<file path="src/rtl/int2float_arbiter.sv">
// Round-robin front end for one shared int-to-float converter.
// A registered operand stage feeds the converter; a result register applies backpressure.
module int2float_arbiter #(
  parameter int NREQ = 4,
  parameter int IDW  = 2
) (
  input  logic              clk,
  input  logic              rst,
  input  logic [NREQ-1:0]   req_valid,
  input  logic [11*NREQ-1:0] req_data,
  output logic [NREQ-1:0]   req_ready,
  output logic [10:0]       conv_in,
  input  logic [6:0]        conv_out,
  output logic              out_valid,
  input  logic              out_ready,
  output logic [6:0]        out_data,
  output logic [IDW-1:0]    out_id,
  output logic              busy,
  output logic [15:0]       done_count
);

  localparam logic [IDW:0] NREQ_W = (IDW+1)'(NREQ);

  logic [IDW-1:0] ptr_q, ptr_d;
  logic           s1_valid_q, s1_valid_d;
  logic [10:0]    s1_data_q, s1_data_d;
  logic [IDW-1:0] s1_id_q, s1_id_d;
  logic           out_valid_q, out_valid_d;
  logic [6:0]     out_data_q, out_data_d;
  logic [IDW-1:0] out_id_q, out_id_d;
  logic [15:0]    done_q, done_d;

  logic [10:0]    ops [NREQ];
  logic [IDW:0]   scan;
  logic [IDW:0]   nxt;
  logic           hit;
  logic [IDW-1:0] gidx;
  logic           s2_free, s1_free;
  logic           adv, grant, hs;

  for (genvar g = 0; g < NREQ; g++) begin : g_ops
    assign ops[g] = req_data[11*g +: 11];
  end

  assign s2_free = !out_valid_q | out_ready;
  assign s1_free = !s1_valid_q | s2_free;
  assign adv     = s1_valid_q & s2_free;
  assign hs      = out_valid_q & out_ready;
  assign grant   = hit & s1_free & !rst;

  // First valid requester at or after ptr, wrapping at NREQ.
  always_comb begin
    hit  = 1'b0;
    gidx = '0;
    scan = '0;
    for (int k = 0; k < NREQ; k++) begin
      scan = {1'b0, ptr_q} + (IDW+1)'(k);
      if (scan >= NREQ_W) scan = scan - NREQ_W;
      if (!hit && req_valid[scan[IDW-1:0]]) begin
        hit  = 1'b1;
        gidx = scan[IDW-1:0];
      end
    end
  end

  always_comb begin
    nxt = {1'b0, gidx} + (IDW+1)'(1);
    if (nxt >= NREQ_W) nxt = '0;
  end

  always_comb begin
    req_ready = '0;
    if (grant) req_ready[gidx] = 1'b1;
  end

  always_comb begin
    ptr_d       = ptr_q;
    s1_valid_d  = s1_valid_q;
    s1_data_d   = s1_data_q;
    s1_id_d     = s1_id_q;
    out_valid_d = out_valid_q;
    out_data_d  = out_data_q;
    out_id_d    = out_id_q;
    done_d      = done_q;
    if (grant) begin
      s1_valid_d = 1'b1;
      s1_data_d  = ops[gidx];
      s1_id_d    = gidx;
      ptr_d      = nxt[IDW-1:0];
    end else if (adv) begin
      s1_valid_d = 1'b0;
    end
    if (adv) begin
      out_valid_d = 1'b1;
      out_data_d  = conv_out;
      out_id_d    = s1_id_q;
    end else if (hs) begin
      out_valid_d = 1'b0;
    end
    if (hs) done_d = done_q + 16'd1;
  end

  always_ff @(posedge clk) begin
    if (rst) begin
      ptr_q       <= '0;
      s1_valid_q  <= 1'b0;
      s1_data_q   <= '0;
      s1_id_q     <= '0;
      out_valid_q <= 1'b0;
      out_data_q  <= '0;
      out_id_q    <= '0;
      done_q      <= '0;
    end else begin
      ptr_q       <= ptr_d;
      s1_valid_q  <= s1_valid_d;
      s1_data_q   <= s1_data_d;
      s1_id_q     <= s1_id_d;
      out_valid_q <= out_valid_d;
      out_data_q  <= out_data_d;
      out_id_q    <= out_id_d;
      done_q      <= done_d;
    end
  end

  assign conv_in    = s1_data_q;
  assign out_valid  = out_valid_q;
  assign out_data   = out_data_q;
  assign out_id     = out_id_q;
  assign busy       = s1_valid_q | out_valid_q;
  assign done_count = done_q;

endmodule

</file>
<file path="config.mk">
export PLATFORM = sky130hd
export DESIGN_NAME = int2float_arbiter
export DESIGN_NICKNAME = d
export VERILOG_FILES = /design/src/rtl/int2float_arbiter.sv
export SDC_FILE = /design/constraint.sdc
export NUM_CORES = 1
export LEC_CHECK = 0
export CORE_ASPECT_RATIO = 1.2
export CORE_MARGIN = 1.5
export CORE_UTILIZATION = 40
export CTS_BUF_LIST = sky130_fd_sc_hd__clkbuf_16
export CTS_CLUSTER_SIZE = 40
export DETAILED_ROUTE_END_ITERATION = 8
export PLACE_DENSITY_LB_ADDON = 0.3
export SLEW_MARGIN = 20
export SYNTH_ARGS = -nofsm -noshare
export SYNTH_HDL_FRONTEND = slang
export SYNTH_SLANG_ARGS = --single-unit
</file>
<file path="constraint.sdc">
create_clock -name clk -period 2 [get_ports clk]
set_clock_uncertainty 0.1 [all_clocks]
set_input_delay 0.3 -clock clk [delete_from_list [all_inputs] [get_ports clk]]
set_output_delay 0.3 -clock clk [all_outputs]
set_load 0.1 [all_outputs]
</file>
## Yosys cells after proc, flatten, opt, wreduce, memory -nomap -nowiden

Index checks and enable logic that the tools add are counted.
W data, S select, Z words.

| operators by class | value |
|---|---|
| multiplexer cells | 31 |
| reductions and logical operators | 12 |
| bitwise operators | 8 |
| add/subtract/negate cells | 9 |
| magnitude comparators | 12 |

Operators with widths:

| kind | count |
|---|---|
| $bmux W11 S2 | 1 |
| $mux W11 | 2 |
| $mux W2 | 9 |
| $add A16 B1 Y16 const B | 1 |
| $ge A3 B3 Y1 const B | 5 |
| $lt A2 B3 Y1 const B | 5 |
| $mux W1 | 13 |
| $bmux W1 S2 | 4 |
| $sub A2 B1 Y2 const B | 4 |
| $add A2 B1 Y3 const B | 2 |
| $add A2 B2 Y3 const B | 2 |
| $logic_not A1 Y1 | 6 |
| $and A1 B1 Y1 | 4 |
| $logic_and A1 B1 Y1 | 4 |
| $mux W4 | 1 |
| $reduce_bool A2 Y1 | 2 |
| $ge A2 B3 Y1 const B | 1 |
| $not A2 Y3 | 1 |
| $or A1 B1 Y1 | 3 |
| $demux W1 S2 | 1 |
| $ge A2 B1 Y1 const B | 1 |

| word-level totals | value |
|---|---|
| output and inout bits | 42 |
| input bits | 58 |
| flip-flop bits (word level) | 42 |
| word-level logic and storage cells | 80 |

## Logic depth before layout (Yosys ltp)

| logic depth | value |
|---|---|
| word-level depth | 19 |
| gate-level depth with buffers | 7 |
| gate-level depth less buffers | 6 |

## Worst setup path before layout

OpenSTA, ideal clock, no wires.

| path | value |
|---|---|
| kind | register -> output |
| from | register out_valid_q (netlist: out_valid) |
| to | output port req_ready[1] |
| stages on the path, launching flop included | 8 |
| required time | 1.600 ns |
| buffers on the path | 2 |
| path slack | -1.367 ns |
| data arrival time | 2.967 ns |
| cells stage by stage | dfxtp_1 > nor2b_1 > a21oi_1 > nor2b_1 > buf_2 > nand2b_1 > buf_2 > nor2_1 |

| on the way | value |
|---|---|
| cells in the longest elaborated chain, start to end | 6 |

RTL lines:

| item | RTL line | source |
|---|---|---|
| start: declaration | 28 | `logic out_valid_q, out_valid_d;` |
| start signal: assignment | 118 | `out_valid_q <= out_valid_d;` |
| $logic_not A1 Y1 | 45 | `assign s2_free = !out_valid_q \| out_ready;` |
| $or A1 B1 Y1 | 45 |  |
| $or A1 B1 Y1 | 46 | `assign s1_free = !s1_valid_q \| s2_free;` |
| $and A1 B1 Y1 (2 in series) | 49 | `assign grant = hit & s1_free & !rst;` |
| $mux W4 | 73 | `if (grant) req_ready[gidx] = 1'b1;` |
| end: declaration | 11 | `output logic [NREQ-1:0] req_ready,` |

Every way passes these cells.

## Final worst setup path

| path | value |
|---|---|
| from | register ptr_q[0] |
| to | output port req_ready[2] |

| on the way | value |
|---|---|
| cells in the longest elaborated chain, start to end | 19 |
| elaborated cells between the ends (all ways) | 45 |
| classes of those cells | 7 x add/sub; 6 x order compare; 23 x mux; 2 x bitwise; 7 x reduce/logical |

RTL lines:

| item | RTL line | source |
|---|---|---|
| start: declaration | 24 | `logic [IDW-1:0] ptr_q, ptr_d;` |
| start signal: assignment | 114 | `ptr_q <= ptr_d;` |
| branches (longest 18 deep; another with $add A2 B1 Y3) | n/a |  |
| $mux W4 (*) | 73 |  |

Every way passes the cells marked *. The select of a mux whose other input is x is not followed.

==> reports/results.ini <==
[yosys]
avgSynthCellArea_um2 = 8.84
ys_seq_area_share_pct = 41.0
ys.flop_type = dfxtp_1
postSynthCellCount = 232
syn-num-nets = 292
synthesis.area_mm2 = 0.00205
synth_edf_count = 0
async_flop_share_pct = 0
ys_ff_latch = 42
yosysWarnings = 0
synthDistinctLibCells = 40

[power]
ir_drop_uv = 575
power_density_mw_per_mm2 = 802
p_leak_nw = 1.52

[final_layout]
antennaDiodeCount = 0
drive_above_1_share_pct = 32.3
nets = 418
n_fill_cell = 365
fin_cells = 419
syn_to_final_growth_pct = 74.4

[place]
io_buffers = 99
place_inst = 401
gp_congestion = 0.863
post-place-ws_ps = -472
place_hpwl_um = 4160

[worst_setup_path]
critPathArrivalTime_ps = 1770
cp_num_buf_inv = 2
worstSetupPathType = flop to output port
path_cells = and2b_2 > nor4b_4 > nor2_2 > buf_6 > ha_4 > and2_4 > buf_12
critPathMaxFanout = 3
slowest_stage = dfxtp_2
crit_path_end_kind = output port
crit_family = simple AND/OR/NAND/NOR gates
cp.required_ps = 1600
critical-path-max-stage-delay_ps = 330
start_kind = flop

[drt]
num_vias = 2192
drtIter0Drc = 83
vias_per_cell = 5.23
drc_errors = 0
drt.antenna.violating_nets = 0
top_layer = met4
drt-total-wl_um = 5720
routed-wl-met2_um = 3010
wl_met1_um = 2190
wire_per_inst_um = 13.6
firstDrtPassIters = 4
wl_met3_um = 449

[floorplan]
initial_utilization_pct = 41.5
io_pins = 100
dieHeight_um = 81.5
rows = 28
dieArea_mm2 = 0.00557
coreArea_mm2 = 0.00494
chipWidth_um = 68.4

[clocking]
clk_latency_ps = 280
cts_hold_buf = 0
cts_max_level = 2
clockBufferDepth = 2
cts_made_buffers = 5
cts_tree = done
root_buffer = clkbuf_16
path_clk_slew_ps = 60
cts_sinks = 42

[global_routing]
grt_pass1_vias = 2102
grt_pass1_wl_um = 8940
overflow = 0
track_usage_pct = 20.8
antenna_found_initial = 0
grt_max_degree = 39

[timing]
rsz0062_at_grt = yes
clock.fmax_ghz = 0.461
tightest_slew_ps = 381
fin_tns_setup_ps = -516
slew_headroom_pct = 74.6
timing.hold.ws_ps = 357
finalHoldViolCount = 0
slew_violations = 0
fin_crit_ps = 2170
finalCritPeriodShare_pct = 108
setup_ws_ps = -168
finalSetupViolations = 4

[run_status]
status = finished, violations left
violations = setup timing

[min_path]
hold_class = flop to flop

[job]
drv_cap = 0

cells in the mapped netlist, drive strengths merged, types with 2 or more instances:
library cell | n | share of area, %
nand3b | 7 | 2.6
and2b | 2 | 0.85
nand2b | 3 | 0.91
xor2 | 6 | 2.6
nor3 | 2 | 0.49
nor4 | 2 | 0.91
o21ai | 9 | 2.4
nand3 | 19 | 4.6
buf | 7 | 1.8
nand2 | 15 | 2.7
or3 | 4 | 1.2
dfxtp | 42 | 41
a32o | 4 | 2.0
clkbuf | 5 | 0.91
nor2 | 31 | 5.8
inv | 6 | 1.1
nor2b | 4 | 1.2
o211ai | 4 | 1.5
mux2i | 23 | 11
xnor2 | 5 | 2.1
nand4 | 2 | 0.61
o221ai | 7 | 3.0
ha | 2 | 1.2
a21oi | 8 | 2.0
and4 | 4 | 1.7
metrics by stage:
step	instance area, um2	utilization [%]	power (mW)
floorplan	2150	-	1.69
global placement	3280	66.4	2.02
detailed placement	3280	66.4	2.03
CTS	3490	70.7	2.83
global route	3580	72.4	2.98
finish	3580	72.4	2.87
worst reg2reg max path, delay by kind of cell, from the launching register on:
kind / cells / cell delay [ps]
AND/OR/NAND/NOR: 4 / 1130
flip-flops: 1 / 330
AO/OA/AOI/OAI: 1 / 270
layout by cell type, fill, tap and decap left out, drive strengths merged, types with 7 or more instances in the layout:
cell type / synthesis / routed
buf: 7 / 73
nand3b: 7 / 7
nand3: 19 / 19
nand2: 15 / 15
a21oi: 8 / 8
o21ai: 9 / 9
mux2i: 23 / 23
dfxtp: 42 / 42
clkdlybuf4s50: 0 / 52
o221ai: 7 / 7
nor2: 31 / 31
path summary, 6_finish.rpt:
path         cells after the start                     from  slack [ps]                 endpoint
max                              7    ptr_q[0]$_SDFFE_PP0P_        -170             req_ready[2]
max reg2reg                      5    ptr_q[0]$_SDFFE_PP0P_          60  conv_in[9]$_SDFFE_PP0P_
min reg2reg                      2  s1_id_q[0]$_SDFFE_PP0P_         360  s1_id_q[0]$_SDFFE_PP0P_
min                              2  s1_id_q[0]$_SDFFE_PP0P_         360  s1_id_q[0]$_SDFFE_PP0P_
flip-flops by register name (all words and copies together) (netlist names):
register and count:
out_valid 1, done_count 16, s1_valid_q 1, out_id 2, out_data 7, conv_in 11, ptr_q 2, s1_id_q 2
cells by family after synthesis:
kind of cell / Yosys count / synth area share [%]
AND/OR/NAND/NOR: 102 / 26.5
buffers and inverters: 18 / 3.84
flip-flops: 42 / 41.0
AO/OA/AOI/OAI: 34 / 11.5
multiplexers: 23 / 11.2
adder cells (fa/ha/maj): 2 / 1.22
XOR/XNOR: 11 / 4.70
what timing repair did:
item,CTS,global route
buffers inserted,4,5
pin swaps,5,7
gates cloned,0,1
endpoints found under the setup margin,16,4
gates resized for setup,18,6
layer usage:
metal | up-vias | GRT usage [%]
met5 | - | 0
met4 | 0 | 7.00
met3 | 6 | 7.12
met2 | 79 | 37.7
met1 | 1029 | 21.9
li1 | 1078 | -
final cells by class:
class / count / area (um2) / share of cell area [%]
timing repair buffer: 131 / 1230 / 34.3
sequential: 42 / 860 / 24.0
multi-input combinational: 172 / 1250 / 34.9
clock buffer: 5 / 125 / 3.50
tap: 60 / 75.1 / 2.10
clock inverter: 3 / 16.3 / 0.455
inverter: 6 / 25.0 / 0.699
power breakdown:
part           internal [mW]  total (mW)  switching, mW
clock network          0.455       0.774          0.319
logic                  0.431        1.15          0.715
registers              0.903       0.948         0.0453
Power figures use the tool's default switching activity.
